## src/rtl/gpio_in_filter.sv

```systemverilog
// gpio_in_filter: per-bit synchronizer, debounce counter and edge detect.
// Define GPIO_IN_FILTER_IRQ_EN to build the sticky edge flags and irq.
module gpio_in_filter #(
  parameter int WIDTH       = 32,
  parameter int SYNC_STAGES = 2,
  parameter int DEBOUNCE_W  = 8
) (
  input  logic                  clk,
  input  logic                  arst,
  input  logic [WIDTH-1:0]      pin_in,
  input  logic [DEBOUNCE_W-1:0] debounce_limit,
  output logic [WIDTH-1:0]      filt_out,
  output logic [WIDTH-1:0]      rise_evt,
  output logic [WIDTH-1:0]      fall_evt,
  output logic [WIDTH-1:0]      edge_flags,
  input  logic [WIDTH-1:0]      flag_clr,
  input  logic [WIDTH-1:0]      irq_mask,
  output logic                  irq
);

  logic [SYNC_STAGES-1:0][WIDTH-1:0] sync_q, sync_d;
  logic [WIDTH-1:0][DEBOUNCE_W-1:0]  cnt_q, cnt_d;
  logic [WIDTH-1:0]                  filt_q, filt_d;
  logic [WIDTH-1:0]                  rise_q, rise_d;
  logic [WIDTH-1:0]                  fall_q, fall_d;
  logic [WIDTH-1:0]                  s;

  always_comb begin
    sync_d    = sync_q;
    sync_d[0] = pin_in;
    for (int k = 1; k < SYNC_STAGES; k++) begin
      sync_d[k] = sync_q[k-1];
    end
  end

  assign s = sync_q[SYNC_STAGES-1];

  // Counter only runs while s disagrees with the accepted level.
  always_comb begin
    cnt_d  = cnt_q;
    filt_d = filt_q;
    for (int i = 0; i < WIDTH; i++) begin
      if (s[i] == filt_q[i]) begin
        cnt_d[i] = '0;
      end else if (cnt_q[i] >= debounce_limit) begin
        filt_d[i] = s[i];
        cnt_d[i]  = '0;
      end else begin
        cnt_d[i] = cnt_q[i] + DEBOUNCE_W'(1);
      end
    end
    rise_d = filt_d & ~filt_q;
    fall_d = ~filt_d & filt_q;
  end

  always_ff @(posedge clk or posedge arst) begin
    if (arst) begin
      sync_q <= '0;
      cnt_q  <= '0;
      filt_q <= '0;
      rise_q <= '0;
      fall_q <= '0;
    end else begin
      sync_q <= sync_d;
      cnt_q  <= cnt_d;
      filt_q <= filt_d;
      rise_q <= rise_d;
      fall_q <= fall_d;
    end
  end

  assign filt_out = filt_q;
  assign rise_evt = rise_q;
  assign fall_evt = fall_q;

`ifdef GPIO_IN_FILTER_IRQ_EN
  logic [WIDTH-1:0] flags_q, flags_d;
  logic             irq_q, irq_d;

  // Set has priority over a same-cycle clear.
  always_comb begin
    flags_d = (flags_q & ~flag_clr) | rise_q | fall_q;
    irq_d   = |(flags_q & irq_mask);
  end

  always_ff @(posedge clk or posedge arst) begin
    if (arst) begin
      flags_q <= '0;
      irq_q   <= 1'b0;
    end else begin
      flags_q <= flags_d;
      irq_q   <= irq_d;
    end
  end

  assign edge_flags = flags_q;
  assign irq        = irq_q;
`else
  logic unused_irq_inputs;

  assign unused_irq_inputs = ^{flag_clr, irq_mask};
  assign edge_flags        = '0;
  assign irq               = 1'b0;
`endif

endmodule

```

## config.mk

```make
export PLATFORM = sky130hd
export DESIGN_NAME = gpio_in_filter
export DESIGN_NICKNAME = d
export VERILOG_FILES = /design/src/rtl/gpio_in_filter.sv
export SDC_FILE = /design/constraint.sdc
export NUM_CORES = 1
export LEC_CHECK = 0
export ABC_AREA = 0
export CAP_MARGIN = 20
export CELL_PAD_IN_SITES_DETAIL_PLACEMENT = 1
export CELL_PAD_IN_SITES_GLOBAL_PLACEMENT = 1
export CORE_MARGIN = 8
export CORE_UTILIZATION = 35
export CTS_CLUSTER_SIZE = 14
export DETAILED_ROUTE_END_ITERATION = 6
export GPL_TIMING_DRIVEN = 0
export PLACE_DENSITY_LB_ADDON = 0.1
export SYNTH_ARGS = -nofsm -noshare
export SYNTH_HDL_FRONTEND = slang
export SYNTH_SLANG_ARGS = --single-unit
```

## constraint.sdc

```tcl
create_clock -name clk -period 14.25 [get_ports clk]
set_clock_uncertainty 0.05 [all_clocks]
set_input_delay 1.425 -clock clk [delete_from_list [all_inputs] [get_ports clk]]
set_output_delay 1.425 -clock clk [all_outputs]
set_load 0.05 [all_outputs]
```

; Yosys cells after proc, flatten, opt, wreduce, memory -nomap -nowiden
; Cells that the tools add are included.
[classes]
n_addsub = 32
n_shift = 0
order_cmp = 32
n_mux = 128
n_eq_ne = 32
div = 0
reduce_logical = 0
n_mul = 0
bitwise = 4
[ops]
columns = op, count
row1 = 8-bit 2-to-1 mux, 64
row2 = 8-bit by 1-bit adder with 8-bit output (second input constant), 32
row3 = 8-bit greater-or-equal comparator, 32
row4 = 32-bit AND, 2
row5 = 1-bit 2-to-1 mux, 64
row6 = 32-bit inverter, 2
row7 = 1-bit == test, 32
[totals]
romBits = 0
regBits = 416
memories = 0
latch_bits = 0
input_bits = 106
out_inout_bits = 129
ram_bits = 0
elab_cells = 265

; Depth between registers and ports, before layout
[logic_depth]
ltp_word = 5
mapped_depth = 7
mapped_depth_nobuf = 6

; Worst setup path before layout
; Ideal clock, no wire load.
[synth_timing]
path_kind = input port to flip-flop
startpoint = in debounce_limit[1]
endpoint = reg filt_q[0] (netlist: filt_out[0])
setup_time_ns = 0.128
t_arrival_ns = 3.309
path_stages = 5
path_slack_ns = 10.763
t_required_ns = 14.072
n_path_buf = 0
cell_sequence = inv_1 ha_1 a2111o_1 a31oi_2 mux2_1
[synth_between]
elab_chain_len = 3
[synth_lines]
columns = element, line_no
row1 = "start, declared", 11  ; input logic [DEBOUNCE_W-1:0] debounce_limit,
row2 = 8-bit greater-or-equal comparator, 45  ; end else if (cnt_q[i] >= debounce_limit) begin
row3 = 1-bit 2-to-1 mux, 45
row4 = 1-bit 2-to-1 mux, 43  ; if (s[i] == filt_q[i]) begin
row5 = via filt_d[0], 23  ; logic [WIDTH-1:0] filt_q, filt_d;
row6 = "end signal, assigned", 66  ; filt_q <= filt_d;
row7 = "end, declared", 23
; The timed path passes the listed nets, and every way through them passes these cells.

==> results.sh <==
export IMPL_outcome="complete, no violations"
export IMPL_cts_sinks=416
export IMPL_row_count=93
export IMPL_num_vias=16300
export IMPL_cts_clk_slew_worst_paths_ns=0.06
export IMPL_critPathMaxFanout=20
export IMPL_grt_max_degree=126
export IMPL_syn_inst=2110
export IMPL_drive_gt1_share_pct=8.64
export IMPL_die_area_sq_mm=0.0734
export IMPL_finalCriticalPeriod_ns=3.50
export IMPL_worst_skew_pair_late_latency_ns=0.60
export IMPL_hold_buffers=0
export IMPL_multi_input_area_sq_mm=0.0119
export IMPL_endpoint_kind="register"
export IMPL_final_cell_area_sq_mm=0.0273
export IMPL_seq_area_sq_mm=0.0104
export IMPL_final_common_cell="dfrtp_1"
export IMPL_p_switching_mw=1.32
export IMPL_dp_cells=3145
export IMPL_crit_type="in -> reg"
export IMPL_cts_root_buf="clkbuf_16"
export IMPL_slowest_delay_ns=0.42
export IMPL_comb_power_share_pct=26.4
export IMPL_drc=0
export IMPL_synth_area_leaders="dfrtp_1 (46%), ha_1 (16%), xor2_1 (6.6%), nand3_1 (3.4%), nor2_1 (2.7%)"
export IMPL_yosys_most_used_dff="dfrtp_1"
export IMPL_grt_use_total_pct=15.5
export IMPL_fin_nets=2738
export IMPL_synth_area_sq_mm=0.0227
export IMPL_tritoncts="yes"
export IMPL_fp_dieH_um=271
export IMPL_setup_viol=0
export IMPL_crit_arrival_ns=3.95
export IMPL_hold_slack_ns=0.289
export IMPL_regToRegSetupSlack_ns=11.99
export IMPL_drt_initial_drc_count=546
export IMPL_cp_slowest_cell="clkdlybuf4s50_1"
export IMPL_post_cts_buffers=0
export IMPL_crit_buf_inv=4
export IMPL_fmax_ghz=0.286
export IMPL_post_route_period_util_pct=24.6
export IMPL_worstHoldPathType="reg -> reg"
export IMPL_required_ns=14.69
export IMPL_die_x_um=271
export IMPL_fin_cells=3240
export IMPL_yosys_register_bits=416
export IMPL_via_per_inst=5.05
export IMPL_grt_overflow_total=0
export IMPL_grt_pass1_wl_um=95100
export IMPL_final_cell_mix="dfrtp_1 (416), ha_1 (288), xor2_1 (171)"
export IMPL_yosysSeqAreaShare_pct=45.8
export IMPL_cts_resized=0
export IMPL_htreeDepth=2
export IMPL_intPower_mw=2.54
export IMPL_initial_core_util_pct=35.3
export IMPL_area_growth_pct=19.9
export IMPL_wire_per_inst_um=17.4
export IMPL_worstPathCellList="clkdlybuf4s50_1, inv_2, buf_12, ha_1, a21oi_1, o21a_1, a21bo_2, clkbuf_1, nor3_1"
export IMPL_dp_hpwl_um=39500
export IMPL_grt_setup_unrepaired="false"
export IMPL_routed_wl_um=56400
export IMPL_finalHoldViolCount=0
export IMPL_antenna_cells=0
export IMPL_synth_warnings=0
export IMPL_synth_edf_count=0
export IMPL_cellPowerDensity_mw_per_mm2=142
export IMPL_numPortBuffers=137
export IMPL_slew_headroom_pct=52.6
export IMPL_fill_cells=7015
export IMPL_synth_distinct_cells=31
export IMPL_clock_path_buffers=3
export IMPL_placedInstanceArea_sq_mm=0.0255
export IMPL_start_kind="input port"
export IMPL_dr_pass1_iters=4
export IMPL_clkPwrFrac_pct=33.7
export IMPL_fp_coreArea_sq_mm=0.0643
export IMPL_grtUsageMet1_pct=19.5
export IMPL_gr_usage_met3_pct=2.80
export IMPL_async_flop_share_pct=100
export IMPL_place_congestion=0.748
export IMPL_slew_violations=0
export IMPL_worst_pin_slew_ns=0.711
export IMPL_synth_area_per_cell_sq_um=10.8
export IMPL_power_mw=3.86
export IMPL_maxCapViolCount=0
export IMPL_fin_tns_setup_ns=0
export IMPL_grt_pass1_vias=18100
export IMPL_cpLargestDelayFamily="buffers and inverters"
export IMPL_boundaryPins=235
export IMPL_synth_largest_area_cell="dfrtp_1"
export IMPL_numCtsBuffers=52
export IMPL_grtUsageMet2_pct=27.3
export IMPL_grt_busiest_layer="met2"
export IMPL_seqPwrFrac_pct=39.8
export IMPL_ir_drop_mv=0.0878
export IMPL_synth_top_area_share_pct=45.8
export IMPL_antenna_left=0
export IMPL_power_leakage_nw=12.9
export IMPL_antenna_found_initial=0
export IMPL_sw_frac_of_total_pct=34.2
-- cell usage after synthesis, types with 18 or more instances --
cell type and number:
nor2_1 162, xor2_1 171, ha_1 288, dfrtp_1 416, nand2_1 71, o211ai_1 46
nor3b_1 50, clkbuf_1 28, buf_4 33, xnor2_1 39, o21ai_0 50, o21a_1 28
a31o_2 18, mux2_1 18, nand2b_1 75, inv_1 54, and3_1 78, a21oi_1 120
nor3_1 100, nand3_1 153, a2111o_1 18
-- routing by layer --
metal	up-vias	share of wire, %	wire length (um)
met4	0	2.4	1360
met2	165	49	27800
met1	8148	45	25400
met5	-	0	0
li1	7941	-	-
met3	95	3.4	1900
-- logic make-up (layout without fill, tap and decap cells) --
| logic type | after synthesis | after routing | synth area share, % |
|---|---|---|---|
| simple gates | 736 | 736 | 17.1 |
| flops | 416 | 416 | 45.8 |
| compound gates | 326 | 326 | 9.80 |
| fa+ha+maj | 288 | 288 | 15.8 |
| xor+xnor | 210 | 210 | 8.09 |
| buf+inv | 115 | 358 | 2.44 |
| mux | 18 | 18 | 0.891 |
| other cells | 1 | 33 | 0.0165 |
-- state kept, by name (all words and copies together), names as in the netlist --
name	cells
cnt_q	256
fall_evt	32
filt_out	32
rise_evt	32
s	32
sync_d	32
-- power groups by stage --
stage	clock, mW	combinational [mW]	sequential (mW)
after floorplan	0	0.622	1.63
after global placement	0	0.991	1.56
after detailed placement	0	1.04	1.56
after CTS	1.36	1.05	1.54
after global routing	1.41	1.15	1.57
final	1.30	1.02	1.54
-- stage by stage --
step           util (%)  setup WS [ns]
6_report           42.4          10.75
5_1_grt            42.4          10.58
4_1_cts            42.4          10.74
3_5_place_dp       39.7          10.06
3_3_place_gp       39.3          -4.60
2_1_floorplan         -           1.20
-- path summary, 6_finish.rpt --
kind                                        start     endpoint  cells past startpoint
worst max register to register           cnt_q[0]  filt_out[0]                      6
min in group asynchronous                    arst   sync_d[49]                      2
max in group asynchronous                    arst         s[8]                      4
worst min register to register         sync_d[45]        s[13]                      0
worst min-delay path                   sync_d[45]        s[13]                      0
worst max-delay path            debounce_limit[7]    cnt_q[77]                      9
-- final cells by class --
cell class              instances  share of cell area, %
well taps                     855                   3.93
multi-input cells            1611                   43.6
plain buffers                  61                   1.29
repair buffers                148                   5.90
flip-flops and latches        416                   38.2
inverters                      54                  0.771
clock inverters                21                  0.634
clock buffers                  74                   5.63
Note: power is estimated with default switching activity, not from simulation.
